===== src/rtl/serial_subtractor.sv =====
// Bit-serial LSB-first subtractor: diff = a - b - bin over WIDTH clocks with a
// single full-subtractor cell and a borrow flop, behind a start/done handshake.
module serial_subtractor #(
  parameter int unsigned WIDTH = 8
) (
  input  logic             clk,
  input  logic             rst_n,
  input  logic             start,
  input  logic [WIDTH-1:0] a,
  input  logic [WIDTH-1:0] b,
  input  logic             bin,
  output logic             busy,
  output logic             done,
  output logic [WIDTH-1:0] diff,
  output logic             bout
);

  localparam int unsigned CW = (WIDTH > 2) ? $clog2(WIDTH) : 1;
  localparam logic [CW-1:0] LAST_CNT = CW'(WIDTH - 1);

  typedef enum logic [1:0] {
    IDLE  = 2'd0,
    SHIFT = 2'd1,
    DONE  = 2'd2
  } state_t;

  state_t           state;
  state_t           state_nx;
  logic             accept_c;
  logic             last_c;
  logic [CW-1:0]    count;
  logic [WIDTH-1:0] a_sr;
  logic [WIDTH-1:0] b_sr;
  logic [WIDTH-1:0] diff_sr;
  logic             borrow;
  logic             d_c;
  logic             borrow_nx_c;

  // Full-subtractor cell on the current LSBs
  always_comb begin
    d_c         = a_sr[0] ^ b_sr[0] ^ borrow;
    borrow_nx_c = (~a_sr[0] & b_sr[0]) | (~(a_sr[0] ^ b_sr[0]) & borrow);
  end

  // Next-state logic; a start in DONE is accepted for back-to-back operation
  always_comb begin
    state_nx = state;
    accept_c = 1'b0;
    last_c   = 1'b0;
    case (state)
      IDLE: begin
        if (start) begin
          state_nx = SHIFT;
          accept_c = 1'b1;
        end
      end
      SHIFT: begin
        if (count == LAST_CNT) begin
          state_nx = DONE;
          last_c   = 1'b1;
        end
      end
      DONE: begin
        if (start) begin
          state_nx = SHIFT;
          accept_c = 1'b1;
        end else begin
          state_nx = IDLE;
        end
      end
      default: state_nx = IDLE;
    endcase
  end

  // State register with status flags registered from the next state
  always_ff @(posedge clk or negedge rst_n) begin
    if (!rst_n) begin
      state <= IDLE;
      busy  <= 1'b0;
      done  <= 1'b0;
    end else begin
      state <= state_nx;
      busy  <= (state_nx == SHIFT);
      done  <= (state_nx == DONE);
    end
  end

  // Operand capture, serial datapath and result registers
  always_ff @(posedge clk or negedge rst_n) begin
    if (!rst_n) begin
      a_sr    <= '0;
      b_sr    <= '0;
      diff_sr <= '0;
      borrow  <= 1'b0;
      count   <= '0;
      diff    <= '0;
      bout    <= 1'b0;
    end else if (accept_c) begin
      a_sr    <= a;
      b_sr    <= b;
      diff_sr <= '0;
      borrow  <= bin;
      count   <= '0;
    end else if (state == SHIFT) begin
      a_sr    <= {1'b0, a_sr[WIDTH-1:1]};
      b_sr    <= {1'b0, b_sr[WIDTH-1:1]};
      diff_sr <= {d_c, diff_sr[WIDTH-1:1]};
      borrow  <= borrow_nx_c;
      count   <= count + CW'(1);
      if (last_c) begin
        diff <= {d_c, diff_sr[WIDTH-1:1]};
        bout <= borrow_nx_c;
      end
    end
  end

endmodule

===== config.mk =====
export PLATFORM = sky130hd
export DESIGN_NAME = serial_subtractor
export DESIGN_NICKNAME = d
export VERILOG_FILES = /design/src/rtl/serial_subtractor.sv
export SDC_FILE = /design/constraint.sdc
export NUM_CORES = 1
export LEC_CHECK = 0
export ABC_CLOCK_PERIOD_IN_PS = 2600
export CORE_AREA = 5 5 75 77
export DETAILED_ROUTE_END_ITERATION = 10
export DIE_AREA = 0 0 80 82
export PLACE_DENSITY = 0.59
export SETUP_SLACK_MARGIN = 0.4
export SYNTH_ARGS = -nofsm -noshare
export SYNTH_HDL_FRONTEND = slang
export SYNTH_SLANG_ARGS = --single-unit

===== constraint.sdc =====
create_clock -name clk -period 2.6 [get_ports clk]
set_clock_uncertainty 0.05 [all_clocks]
set_input_delay 0.39 -clock clk [delete_from_list [all_inputs] [get_ports clk]]
set_output_delay 0.39 -clock clk [all_outputs]
set_load 0.05 [all_outputs]

==> results.md, run 1 <==
* Sequential cell area at 0.001001 mm^2
* Area growth from synthesis to layout at 23.94%
* Post-synth top cells: dfrtp_1 (40), a21oi_1 (13), a22o_1 (13), mux2i_1 (13)
* Num CTS Buffers at 5
* WP data required at 2.16 ns
* Inserted Diodes at 0
* DRT Wirelength at 3522 um
* Post-Syn Area at 0.001882 mm^2
* Count leader, synth: dfrtp_1
* # resized after CTS at 0
* WL per Instance at 14.09 um
* Post-layout nets at 203
* Detail Route Antenna Nets at 0
* Reg-to-Reg End: count[1]$_DFFE_PN0P_
* Sequential share of the synthesized area at 0.5319
* Clk pwr share at 0.205
* Crit path DAT at 1.44 ns
* CTS max path bufs at 2
* Num ports at 31
* CP max stage delay at 0.80 ns
* Min cycle time layout at 1.881 ns
* Max Slew Vio Count at 0
* Sinks on Clock Net at 40
* GR Overflow Total at 0
* Crit path max fanout at 2
* Die Area at 0.006560 mm^2
* Endpoints failing hold at 0
* DRT iter0 DRCs at 22
* Sw frac at 0.3625
* Crit path buffers/inverters at 1
* Max-cap violations at 0
* Logic pwr share at 0.411
* Synth Area per Inst at 12.46 um^2
* Number of global-route vias before repair at 1259
* # Post-CTS Setup Buffers at 0
* Initial Util at 0.3806
* Tcrit/Tclk final at 0.7236
* Leak at 1.020 nW
* Vias at 1243
* Slew of the pin with the lowest slew margin at 0.8928 ns
* Port bufs at 30
* HP Class: input port to asynchronous set/reset pin
* Clock Latency Late Sink at 0.29 ns
* DP Area at 0.002203 mm^2
* Post-Synthesis Cells at 151
* Startpoint Class: flip-flop
* Status: finished clean
* Drt via density at 4.972
* Critical path class: flip-flop to output port
* Fmax at 531.5 MHz
* Synth top area share at 0.5319
* Yosys warnings at 0
* Synth unique cells at 25
* Antenna violations before repair at 0
* Fillers at 472
* Worst R2R Setup Slack at 0.96 ns
* Cell Pwr Density at 1240 mW/mm^2
* DRC viols at 0
* Row count at 26
* Hold-fix buffers, CTS at 0
* Placer Congestion at 0.7339
* Worst rel slew slack at 0.4048
* Reg2reg path depth at 3
* CTS H-tree lvls at 2
* Global-route wire length before repair at 6003 um
* TritonCTS clock tree: yes
* Dominant synthesized flop cell: dfrtp_1
* Pre-antenna DRT Iters at 4
* Die X at 80 um
* Async set-reset flop share out of synthesis at 1.000
* Crit end category: output port
* CP delay by family, top: buffers and inverters
* Core area at 0.004945 mm^2
* Overall Global Routing Usage at 0.1188
* Worst vdd ir at 448.3 uV
* Post-synthesis register bit count at 40
* Net Sw Power at 1.049 mW
* Number of synthesized flops with an enable pin at 0
* Clk root buf: clkbuf_8
* Yosys top cell by area: dfrtp_1
* Sequential share of power at 0.384
* CTS clock-pin slew for the worst setup and hold paths at 0.08 ns
* Worst path slowest cell: clkdlybuf4s50_1
* Final setup vio count at 0
* Share of layout cells above drive strength 1 at 0.1333
* Area of the multi-input gates at 778.2 um^2
* Die span in y at 82 um
* Pint at 1.844 mW
* Syn nets at 174
* Hpwl dp at 2445 um
* R2R Path Start: state[1]$_DFF_PN0_
* Largest net degree at the start of global routing at 41
* RSZ-0062 raised after global routing: false
* Post-Layout Inst Area at 0.002332 mm^2
* Ranking of synthesized cells by area: dfrtp_1 (53%), mux2i_1 (6.9%), a22o_1 (6.1%)
* Critical Path, Cell by Cell: clkdlybuf4s50_1
* Setup TNS Final at 0 ns
==> per-stage QoR <==
step / utilization / power, mW / setup slack (ns) / instances / hold slack [ns]
after floorplan: - / 2.020 / 1.067 / 151 / 0.04441
after global placement: 0.4456 / 2.287 / 0.9063 / 243 / 0.4123
after detailed placement: 0.4456 / 2.335 / 0.8590 / 243 / 0.4205
after CTS: 0.4717 / 2.933 / 0.6984 / 250 / 0.2085
after global routing: 0.4717 / 3.088 / 0.6603 / 250 / 0.2545
final: 0.4717 / 2.893 / 0.7186 / 250 / 0.1736
==> state kept, by name (all words and copies together) (netlist names) <==
register,count
a_sr,8
b_sr,8
borrow,1
bout,1
busy,1
count,3
diff,8
diff_sr,7
done,1
state,2
==> cell usage in the layout (no fill, tap or decap) <==
cell type,Yosys,final
nor2b_1,12,12
clkbuf_8,0,5
a22o_1,13,13
nor2_4,1,1
mux2_1,1,1
buf_2,1,1
fa_1,1,1
ha_1,2,2
a211oi_1,12,12
and2b_1,1,1
clkdlybuf4s50_1,0,29
dfrtp_1,40,40
mux2_2,10,10
nor2_1,2,2
bufinv_16,0,2
mux2i_1,13,13
a21oi_1,13,13
xnor2_1,1,1
o21ai_0,3,3
nand3b_4,1,1
nand2_1,1,1
inv_1,5,5
a21o_1,5,5
nor2b_4,1,1
buf_4,3,3
nand3_1,2,2
==> cell type report <==
class                   count  area share
flip-flops and latches     40      0.4292
multi-input cells          95      0.3337
repair buffers             33      0.1363
well taps                  70     0.03755
clock buffers               5     0.02951
clock inverters             2     0.02575
inverters                   5    0.008047
==> cells by family after synthesis <==
logic type / count (synthesis) / share of synthesized area
flip-flops: 40 / 0.5319
AND/OR/NAND/NOR: 21 / 0.07912
adder cells (fa/ha/maj): 3 / 0.02393
XOR/XNOR: 1 / 0.004655
multiplexers: 24 / 0.1350
AO/OA/AOI/OAI: 46 / 0.1709
buffers and inverters: 16 / 0.05452
==> per-layer routing <==
metal | vias to the layer above | GRT usage | routed length (um)
met5 | - | 0 | 0
met4 | 0 | 0.03041 | 25
met3 | 4 | 0.03838 | 221
met2 | 33 | 0.1921 | 1606
met1 | 598 | 0.1543 | 1669
li1 | 608 | - | -
==> worst max path at each step <==
stage                         startpoint  slack (ns)  cells after the start                   to
floorplan           count[0]$_DFFE_PN0P_        1.07                      5  diff[0]$_DFFE_PN0P_
detailed placement                 start        0.86                      5  a_sr[1]$_DFFE_PN0P_
finish               diff[2]$_DFFE_PN0P_        0.72                      1              diff[2]
global route         diff[4]$_DFFE_PN0P_        0.66                      1              diff[4]
global placement                   start        0.91                      5  a_sr[3]$_DFFE_PN0P_
CTS                  diff[4]$_DFFE_PN0P_        0.70                      1              diff[4]
==> power groups by stage <==
stage	clock network, mW	registers, mW	logic [mW]
floorplan	0	1.29	0.734
global placement	0	1.12	1.17
detailed placement	0	1.13	1.20
CTS	0.605	1.12	1.21
global route	0.632	1.16	1.30
finish	0.592	1.11	1.19
(Power assumes the default switching activity.)
==> run 2, diff against run 1 <==
--- a/config.mk
+++ b/config.mk
@@ -5,7 +5,7 @@
 export SDC_FILE = /design/constraint.sdc
 export NUM_CORES = 1
 export LEC_CHECK = 0
-export ABC_CLOCK_PERIOD_IN_PS = 2600
+export ABC_CLOCK_PERIOD_IN_PS = 1800
 export CORE_AREA = 5 5 75 77
 export DETAILED_ROUTE_END_ITERATION = 10
 export DIE_AREA = 0 0 80 82
==> constraint.sdc (replaced) <==
create_clock -name clk -period 1.8 [get_ports clk]
set_clock_uncertainty 0.05 [all_clocks]
set_input_delay 0.27 -clock clk [delete_from_list [all_inputs] [get_ports clk]]
set_output_delay 0.27 -clock clk [all_outputs]
set_load 0.05 [all_outputs]
==> run 2 against run 1 <==
  * Critical path depth up 3
  * Worst hold slack better by 0.27 ns
  * Sequential share of layout area down 2.4 points
  * Utilization up 2.9 points
  * Global-route usage up 0.72 points
  * Sequential cell count unchanged
  * Final cell count up 4.8%
  * Largest cell class unchanged
  * Combinational power up 67%
  * Register-to-register slack worse by 0.57 ns
  * Routed wire length up 9.2%
  * Largest power group unchanged
==> results.md, run 2 (synthesis gave the netlist of run 1 again) <==
* Status: finished clean
* Worst rel slew slack at 0.6648 (+0.2600)
* Commonest non-fill, non-tap cell in the layout: dfrtp_1
* Final Util at 0.5005 (+0.02885)
* Fmax at 708.4 MHz
* DP Area at 0.002251 mm^2 (+2.2%)
* Vias at 1307 (+5.1%)
* Num CTS Buffers at 5 (unchanged)
* Most used routing layer: met2
* DRT Wirelength at 3846 um (+9.2%)
* Die span in y at 82 um (unchanged)
* HP Class: flip-flop to flip-flop
* Final setup vio count at 0 (unchanged)
* Clock Latency Late Sink at 0.29 ns (about the same)
* Tcrit/Tclk final at 0.7842
* GR Overflow Total at 0 (unchanged)
* Met2 usage at 0.2070 (+0.01490)
* Detail Route Antenna Nets at 0 (unchanged)
* Die X at 80 um (unchanged)
* CTS max path bufs at 2 (unchanged)
* Hpwl dp at 2472 um (+1.1%)
* Logic pwr share at 0.462 (+0.051)
* Crit path DAT at 1.54 ns (+0.10 ns)
* Net Sw Power at 1.611 mW (+54%)
* Leak at 1.132 nW (+11%)
* Pint at 2.704 mW (+47%)
* Crit end category: flip-flop
* Initial Util at 0.3806 (unchanged)
* CP max stage delay at 0.39 ns (-0.41 ns)
* Max Slew Vio Count at 0 (unchanged)
* Post-layout nets at 214 (+5.4%)
* Most frequent cells in the layout: dfrtp_1 (39), clkdlybuf4s50_1 (18), buf_4 (18)
* Setup TNS Final at 0 ns (unchanged)
* Overall Global Routing Usage at 0.1260 (+0.007179)
* Inserted Diodes at 0 (unchanged)
* Placer Congestion at 0.7462 (+1.7%)
* Antenna violations before repair at 0 (unchanged)
* Pre-CTS setup slack at 0.2314 ns (-0.6276 ns)
* Worst vdd ir at 654.5 uV (+46%)
* Share of layout cells above drive strength 1 at 0.2552 (+0.1219)
* Critical Path, Cell by Cell: ha_2, ha_4, nand3b_4, mux2_4
* Drt via density at 4.989 (+0.33%)
* CTS clock-pin slew for the worst setup and hold paths at 0.08 ns (about the same)
* Sw frac at 0.3733 (+0.01084)
* WL per Instance at 14.68 um (+4.2%)
* Clk pwr share at 0.168 (-0.037)
* TritonCTS clock tree: yes
* Startpoint Class: flip-flop
* DRC viols at 0 (unchanged)
* Met1 Use GR at 0.1591 (+0.004790)
* Worst path slowest cell: dfrtp_1
* Min cycle time layout at 1.412 ns
* Num ports at 31 (unchanged)
* Slew of the pin with the lowest slew margin at 0.5028 ns (-0.3900 ns)
* Area growth from synthesis to layout at 31.52%
* Row count at 26 (unchanged)
* Endpoints failing hold at 0 (unchanged)
* Total Power at 4.315 mW (+49%)
* Largest net degree at the start of global routing at 41 (unchanged)
* Routing usage on met3 at 0.02851 (-0.009868)
* Critical path class: flip-flop to flip-flop
* WP data required at 1.92 ns (-0.24 ns)
* Top flop regs: a_sr: 8 flops, b_sr: 8 flops, diff: 8 flops
* Post-Layout Inst Area at 0.002475 mm^2 (+6.1%)
* Pre-antenna DRT Iters at 4 (unchanged)
* Cell Pwr Density at 1743 mW/mm^2 (+41%)
* Clk root buf: clkbuf_8
* Post-layout worst setup margin at 0.3885 ns (-0.3302 ns)
* Die Area at 0.006560 mm^2 (unchanged)
* Global-route wire length before repair at 6320 um (+5.3%)
* RSZ-0062 raised after global routing: true
* Worst R2R Setup Slack at 0.39 ns (-0.57 ns)
* Number of global-route vias before repair at 1324 (+5.2%)
* Sinks on Clock Net at 40 (unchanged)
* DRT iter0 DRCs at 69 (+210%)
* Core area at 0.004945 mm^2 (unchanged)
* Port bufs at 30 (unchanged)
* Crit path max fanout at 6 (+4)
* CTS H-tree lvls at 2 (unchanged)
* Sequential share of power at 0.370 (-0.014)
* Max-cap violations at 0 (unchanged)
-- run 2: changes by cell type in the layout (fill, tap and decap cells not counted), moves of 2 or more --
cell / before / now
mux2_4: 0 / 9
buf_4: 3 / 18
ha_1: 2 / 0
mux2_2: 10 / 1
clkdlybuf4s50_1: 29 / 18
buf_12: 0 / 2
-- run 2: worst paths after layout --
| check | start | endpoint | cells past startpoint |
|---|---|---|---|
| max | count[1]$_DFFE_PN0P_ | diff[2]$_DFFE_PN0P_ | 4 |
| min | b_sr[4]$_DFFE_PN0P_ | b_sr[4]$_DFFE_PN0P_ | 1 |
| max reg2reg | count[1]$_DFFE_PN0P_ | diff[2]$_DFFE_PN0P_ | 4 |
| min reg2reg | b_sr[4]$_DFFE_PN0P_ | b_sr[4]$_DFFE_PN0P_ | 1 |
| max in group asynchronous | rst_n | state[0]$_DFF_PN0_ | 3 |
| min in group asynchronous | rst_n | diff[1]$_DFFE_PN0P_ | 3 |
-- run 2: layer usage --
layer | vias up | share of wire | wire [um]
met5 | - | 0 | 0
met4 | 0 | 0.018 | 70
met3 | 6 | 0.052 | 199
met2 | 32 | 0.47 | 1826
met1 | 641 | 0.45 | 1749
li1 | 628 | - | -
-- run 2: power by group through the flow --
stage	registers (mW)	clock network (mW)	logic, mW
6_report	1.60	0.725	1.99
5_1_grt	1.65	0.792	2.14
4_1_cts	1.60	0.747	1.92
3_5_place_dp	1.61	0	1.83
3_3_place_gp	1.59	0	1.78
2_1_floorplan	1.87	0	1.12
-- run 2: critical path: cells and delay by family (launching register included) --
family / cells / cell delay [ns]
fa+ha+maj: 2 / 0.39
mux: 1 / 0.32
flops: 1 / 0.39
simple gates: 1 / 0.16
-- run 2: cell type report --
class	instances	area, um^2
clock buffers	5	68.82
clock inverters	3	42.54
fillers	450	2470
inverters	5	18.77
multi-input cells	96	847.1
flip-flops and latches	40	1002
well taps	70	87.58
repair buffers	43	407.9
-- run 2: what timing repair did --
action / in CTS / in global routing
gates cloned: 1 / 0
buffers inserted: 3 / 3
setup endpoints to repair: 10 / 21
hold buffers: 1 / 0
pin swaps: 3 / 2
endpoints found under the hold margin: 4 / 0
gates resized for setup: 7 / 4
-- run 2: stage by stage --
stage | hold slack, ns | cells
finish | 0.4416 | 262
CTS | 0.4386 | 259
floorplan | -0.07559 | 151
detailed placement | 0.3122 | 246
global placement | 0.3096 | 246
global route | 0.4649 | 262
